<file path="src/rtl/led_pattern_gen.sv">
// LED pattern generator: divides the system clock into a slow tick and drives one
// registered LED output with an off, blink, PWM breathe or heartbeat pattern.
module led_pattern_gen #(
  parameter int TICK_DIV    = 12000,
  parameter int BLINK_TICKS = 500,
  parameter int STEP        = 4,
  parameter int HB_ON       = 100,
  parameter int HB_REST     = 700
) (
  input  logic       clk,
  input  logic       rst_n,
  input  logic [1:0] mode,
  output logic       led,
  output logic       tick,
  output logic [7:0] duty
);

  localparam int PRE_W  = (TICK_DIV > 1) ? $clog2(TICK_DIV) : 1;
  localparam int PH_MAX = (BLINK_TICKS > HB_ON)
                          ? ((BLINK_TICKS > HB_REST) ? BLINK_TICKS : HB_REST)
                          : ((HB_ON > HB_REST) ? HB_ON : HB_REST);
  localparam int PH_W   = $clog2(PH_MAX + 1);

  localparam logic [PRE_W-1:0] PRE_LAST   = PRE_W'(TICK_DIV - 1);
  localparam logic [PH_W-1:0]  BLINK_LAST = PH_W'(BLINK_TICKS - 1);
  localparam logic [PH_W-1:0]  HB_ON_LAST = PH_W'(HB_ON - 1);
  localparam logic [PH_W-1:0]  HB_RS_LAST = PH_W'(HB_REST - 1);
  localparam logic [7:0]       STEP8      = 8'(STEP);
  localparam logic [7:0]       UP_LIMIT   = 8'(255 - STEP);

  localparam logic [1:0] MODE_OFF     = 2'b00;
  localparam logic [1:0] MODE_BLINK   = 2'b01;
  localparam logic [1:0] MODE_BREATHE = 2'b10;
  localparam logic [1:0] MODE_HEART   = 2'b11;

  typedef enum logic {
    DIR_UP,
    DIR_DOWN
  } dir_t;

  typedef enum logic [1:0] {
    S_BEAT1,
    S_GAP,
    S_BEAT2,
    S_REST
  } hb_t;

  logic [1:0]       r_mode_q;
  logic [PRE_W-1:0] r_pre_cnt;
  logic [PH_W-1:0]  r_phase;
  logic [7:0]       r_duty;
  logic [7:0]       r_pwm_cnt;
  logic             r_blink_q;
  logic             r_led;
  dir_t             r_dir;
  hb_t              r_hb_state;

  logic [1:0]       w_mode_nxt;
  logic [PRE_W-1:0] w_pre_nxt;
  logic [PH_W-1:0]  w_phase_nxt;
  logic [7:0]       w_duty_nxt;
  logic             w_blink_nxt;
  logic             w_led_nxt;
  dir_t             w_dir_nxt;
  hb_t              w_hb_nxt;
  logic             w_tick;
  logic [PH_W-1:0]  w_hb_last;

  assign w_tick    = (r_pre_cnt == PRE_LAST);
  assign w_hb_last = (r_hb_state == S_REST) ? HB_RS_LAST : HB_ON_LAST;

  always_ff @(posedge clk or negedge rst_n) begin
    if (!rst_n) begin
      r_mode_q   <= MODE_OFF;
      r_pre_cnt  <= '0;
      r_phase    <= '0;
      r_duty     <= '0;
      r_pwm_cnt  <= '0;
      r_blink_q  <= 1'b0;
      r_led      <= 1'b0;
      r_dir      <= DIR_UP;
      r_hb_state <= S_BEAT1;
    end else begin
      r_mode_q   <= w_mode_nxt;
      r_pre_cnt  <= w_pre_nxt;
      r_phase    <= w_phase_nxt;
      r_duty     <= w_duty_nxt;
      r_pwm_cnt  <= r_pwm_cnt + 8'd1;
      r_blink_q  <= w_blink_nxt;
      r_led      <= w_led_nxt;
      r_dir      <= w_dir_nxt;
      r_hb_state <= w_hb_nxt;
    end
  end

  always_comb begin
    w_mode_nxt  = r_mode_q;
    w_pre_nxt   = w_tick ? '0 : r_pre_cnt + PRE_W'(1);
    w_phase_nxt = r_phase;
    w_duty_nxt  = r_duty;
    w_blink_nxt = r_blink_q;
    w_dir_nxt   = r_dir;
    w_hb_nxt    = r_hb_state;

    // A mode change restarts everything and swallows a coincident tick.
    if (mode != r_mode_q) begin
      w_mode_nxt  = mode;
      w_pre_nxt   = '0;
      w_phase_nxt = '0;
      w_duty_nxt  = '0;
      w_blink_nxt = 1'b0;
      w_dir_nxt   = DIR_UP;
      w_hb_nxt    = S_BEAT1;
    end else if (w_tick) begin
      case (r_mode_q)
        MODE_BLINK: begin
          if (r_phase == BLINK_LAST) begin
            w_phase_nxt = '0;
            w_blink_nxt = ~r_blink_q;
          end else begin
            w_phase_nxt = r_phase + PH_W'(1);
          end
        end
        MODE_BREATHE: begin
          if (r_dir == DIR_UP) begin
            if (r_duty > UP_LIMIT) begin
              w_duty_nxt = 8'd255;
              w_dir_nxt  = DIR_DOWN;
            end else begin
              w_duty_nxt = r_duty + STEP8;
            end
          end else begin
            if (r_duty < STEP8) begin
              w_duty_nxt = 8'd0;
              w_dir_nxt  = DIR_UP;
            end else begin
              w_duty_nxt = r_duty - STEP8;
            end
          end
        end
        MODE_HEART: begin
          if (r_phase == w_hb_last) begin
            w_phase_nxt = '0;
            case (r_hb_state)
              S_BEAT1: w_hb_nxt = S_GAP;
              S_GAP:   w_hb_nxt = S_BEAT2;
              S_BEAT2: w_hb_nxt = S_REST;
              default: w_hb_nxt = S_BEAT1;
            endcase
          end else begin
            w_phase_nxt = r_phase + PH_W'(1);
          end
        end
        default: ;
      endcase
    end

    case (r_mode_q)
      MODE_BLINK:   w_led_nxt = r_blink_q;
      MODE_BREATHE: w_led_nxt = (r_pwm_cnt < r_duty);
      MODE_HEART:   w_led_nxt = (r_hb_state == S_BEAT1) || (r_hb_state == S_BEAT2);
      default:      w_led_nxt = 1'b0;
    endcase
  end

  assign led  = r_led;
  assign tick = w_tick;
  assign duty = r_duty;

endmodule

</file>
<file path="config.mk">
export PLATFORM = sky130hd
export DESIGN_NAME = led_pattern_gen
export DESIGN_NICKNAME = d
export VERILOG_FILES = /design/src/rtl/led_pattern_gen.sv
export SDC_FILE = /design/constraint.sdc
export NUM_CORES = 1
export LEC_CHECK = 0
export CAP_MARGIN = 30
export CORE_UTILIZATION = 35
export DETAILED_ROUTE_END_ITERATION = 8
export MAX_ROUTING_LAYER = met4
export PLACE_DENSITY = 0.6
export REMOVE_ABC_BUFFERS = 1
export SLEW_MARGIN = 20
export SYNTH_ARGS = -nofsm -noshare
export SYNTH_HDL_FRONTEND = slang
export SYNTH_SLANG_ARGS = --single-unit
</file>
<file path="constraint.sdc">
create_clock -name clk -period 2.3 [get_ports clk]
set_clock_uncertainty 0.05 [all_clocks]
set_input_delay 0.46 -clock clk [delete_from_list [all_inputs] [get_ports clk]]
set_output_delay 0.46 -clock clk [all_outputs]
set_load 0.005 [all_outputs]
</file>
==> flow_summary.yaml <==
outcome:
  status: "finished clean"
cells_and_area:
  drive_above_1_share_pct: 10.7
  layout_common_cells: "dfrtp_1 (46), nor2_1 (30), nand2_1 (19)"
  fill_cells: 727
  final_common_cell: "dfrtp_1"
  final_area_um2: 3120
  nets: 327
  areaGrowthSynthToFinish_pct: 16.5
  multi_input_area_um2: 1470
  diodes: 0
  regArea_um2: 1150
sta:
  fin_crit_ps: 2220
  rsz0062_at_grt: "no"
  max_freq_mhz: 451
  fin_crit_sh_pct: 96.4
  final-max-slew-violation-count: 0
  setup_viol: 0
  timing.setup.tns_ps: 0
  tightest_slew_ps: 670
  hold_violations: 0
  fin_ws_ps: 82.6
  slew-limit-headroom_pct: 55.4
synthesis:
  synth_fa_ha_area_share_pct: 7.48
  synth_seq_cells: 46
  ys.flop_type: "dfrtp_1"
  syn-instance-count: 277
  ys_top_cells_by_area: "dfrtp_1 (43%), ha_1 (7.5%), nor2_1 (4.2%)"
  muxShareOfSynthArea_pct: 0.795
  yosys.area_share.simple_pct: 25.3
  synth_edf_count: 0
  synth_seq_area_share_pct: 43.0
  synth_xor_area_share_pct: 6.88
  synth_top_family_by_area: "simple AND/OR/NAND/NOR gates"
  avgSynthCellArea_um2: 9.66
  postSynth.asyncResetShare_pct: 100
  netlist_area_um2: 2680
  yosys_warnings: 0
  yosys.area.top_type_share_pct: 43.0
  synth-compound-area-share_pct: 13.6
  yosysUniqueCellTypes: 44
  yosysTopAreaCell: "dfrtp_1"
placement:
  dp_hpwl_mm: 4.13
  portBuffers: 13
  place_congestion: 0.857
  placed_area_um2: 3020
  dpl_worst_slack_ps: 34.2
worst_setup_path:
  start_kind: "flop"
  critPathKind: "flop to output port"
  cp.required_ps: 1790
  cp_max_fo: 3
  startpoint: "r_pre_cnt[8]"
  rr_startpoint: "r_pre_cnt[8]"
  endpoint_kind: "output port"
  worstPathArrival_ps: 1710
cts:
  insertion_delay_ps: 300
  cts_buffers: 5
  cts_root_buffer: "clkbuf_8"
  htree_levels: 2
  cts_setup_buffers: 0
  clkTransAtPathRegs_ps: 80
  cts_tree: "yes"
  cts_buffer_depth: 2
  cts_sinks: 46
routing:
  drc: 0
  via_per_inst: 5.08
  drtAntennaViolNets: 0
  drt_iter0_drc: 91
  wl_per_cell_um: 13.7
  vias: 2062
  drtPass1Iterations: 4
  wirelength_mm: 5.58
grt:
  grt_pass1_vias: 2102
  grt_overflow: 0
  antenna_found_initial: 0
  grt_max_degree: 30
  grt.total_usage_pct: 16.7
  grt_pass1_wl_mm: 9.87
floorplanning:
  die-area_um2: 8000
  die_h_um: 89.4
  coreArea_um2: 7330
  initial_core_util_pct: 36.5
  rows: 31
  die_w_um: 89.4
  ioPinCount: 14
min_path:
  min_path_type: "input port to asynchronous set/reset pin"
job:
  maxCapViolations: 0
pwr:
  peakVddDrop_mv: 0.188
  powerDensity_nw_per_um2: 459
  p_leak_nw: 1.33
-- flip-flops by register name (all words and copies together), names as in the netlist --
name,count
r_phase,10
r_pre_cnt,14
r_pwm_cnt,8
led,1
duty,7
r_blink_q,1
r_dir,1
r_hb_state,2
r_mode_q,2
-- metrics by stage --
step / cells / hold slack (ps) / util (%) / power (mW)
detailed placement: 399 / 419 / 41.2 / 0.983
floorplan: 270 / 114 / - / 0.911
global route: 406 / 200 / 42.5 / 1.50
finish: 406 / 142 / 42.5 / 1.43
global placement: 399 / 416 / 41.2 / 0.983
CTS: 406 / 166 / 42.2 / 1.46
-- layout make-up --
type	count	area share, %
tap	99	3.97
inverter	13	1.57
clock buffer	7	2.45
sequential	46	36.9
multi-input combinational	211	47.0
timing repair buffer	30	8.07
-- critical path, cell delays in order, from the launching register on --
cell	delay, ps
dfrtp_1	380
or4b_4	560
nor4_2	220
dlygate4sd2_1	260
-- worst paths after layout --
kind | to | slack [ps] | cells past startpoint
max reg2reg | duty[6] | 100 | 7
min reg2reg | r_pwm_cnt[0] | 430 | 1
min in group clk | r_pwm_cnt[0] | 430 | 1
max | tick | 80 | 3
min | r_pre_cnt[10] | 140 | 1
max in group asynchronous | r_phase[8] | 1470 | 2
-- cell families after synthesis --
logic type,count (synthesis)
AND/OR/NAND/NOR,116
AO/OA/AOI/OAI,56
flip-flops,46
XOR/XNOR,21
buffers and inverters,20
adder cells (fa/ha/maj),16
multiplexers,2
-- power breakdown --
part | switching [mW] | internal (mW) | leakage [nW]
Clock | 0.255 | 0.210 | 0.0383
Sequential | 0.0119 | 0.818 | 0.621
Combinational | 0.0804 | 0.0553 | 0.674
-- synth_stat cells (2+ instances only) --
| cell | number |
|---|---|
| nand3_1 | 11 |
| nor2_1 | 30 |
| nor4b_2 | 2 |
| a32o_1 | 2 |
| nor4_4 | 2 |
| a31oi_1 | 6 |
| a21boi_0 | 2 |
| nand2b_1 | 2 |
| nor2b_1 | 8 |
| and2_1 | 2 |
| o31ai_1 | 5 |
| ha_1 | 16 |
| a21oi_1 | 12 |
| nand2_1 | 19 |
| a211oi_1 | 2 |
| and4_1 | 7 |
| and3_1 | 8 |
| or3_1 | 3 |
| a21o_1 | 3 |
| o21ai_0 | 13 |
| o2bb2ai_1 | 2 |
| nor4b_1 | 2 |
| nand4_1 | 9 |
| xor2_1 | 9 |
| inv_1 | 13 |
| dfrtp_1 | 46 |
| clkbuf_1 | 6 |
| a22o_1 | 4 |
| xnor2_1 | 12 |
| nor3_1 | 5 |
-- metal layers --
| metal | up-vias | track usage (%) | wire, µm |
|---|---|---|---|
| li1 | 1059 | - | - |
| met1 | 974 | 21.9 | 2800 |
| met2 | 24 | 26.2 | 2570 |
| met4 | 0 | 5.05 | 55 |
| met3 | 5 | 3.42 | 162 |
| met5 | - | - | 0 |
-- timing repair --
| item | 4_1_cts | 5_1_grt |
|---|---|---|
| setup endpoints to repair | 1 | 12 |
| hold buffers | 0 | 0 |
| resized for setup | 1 | 3 |
| pin swaps | 0 | 2 |
Power figures use the tool's default switching activity.
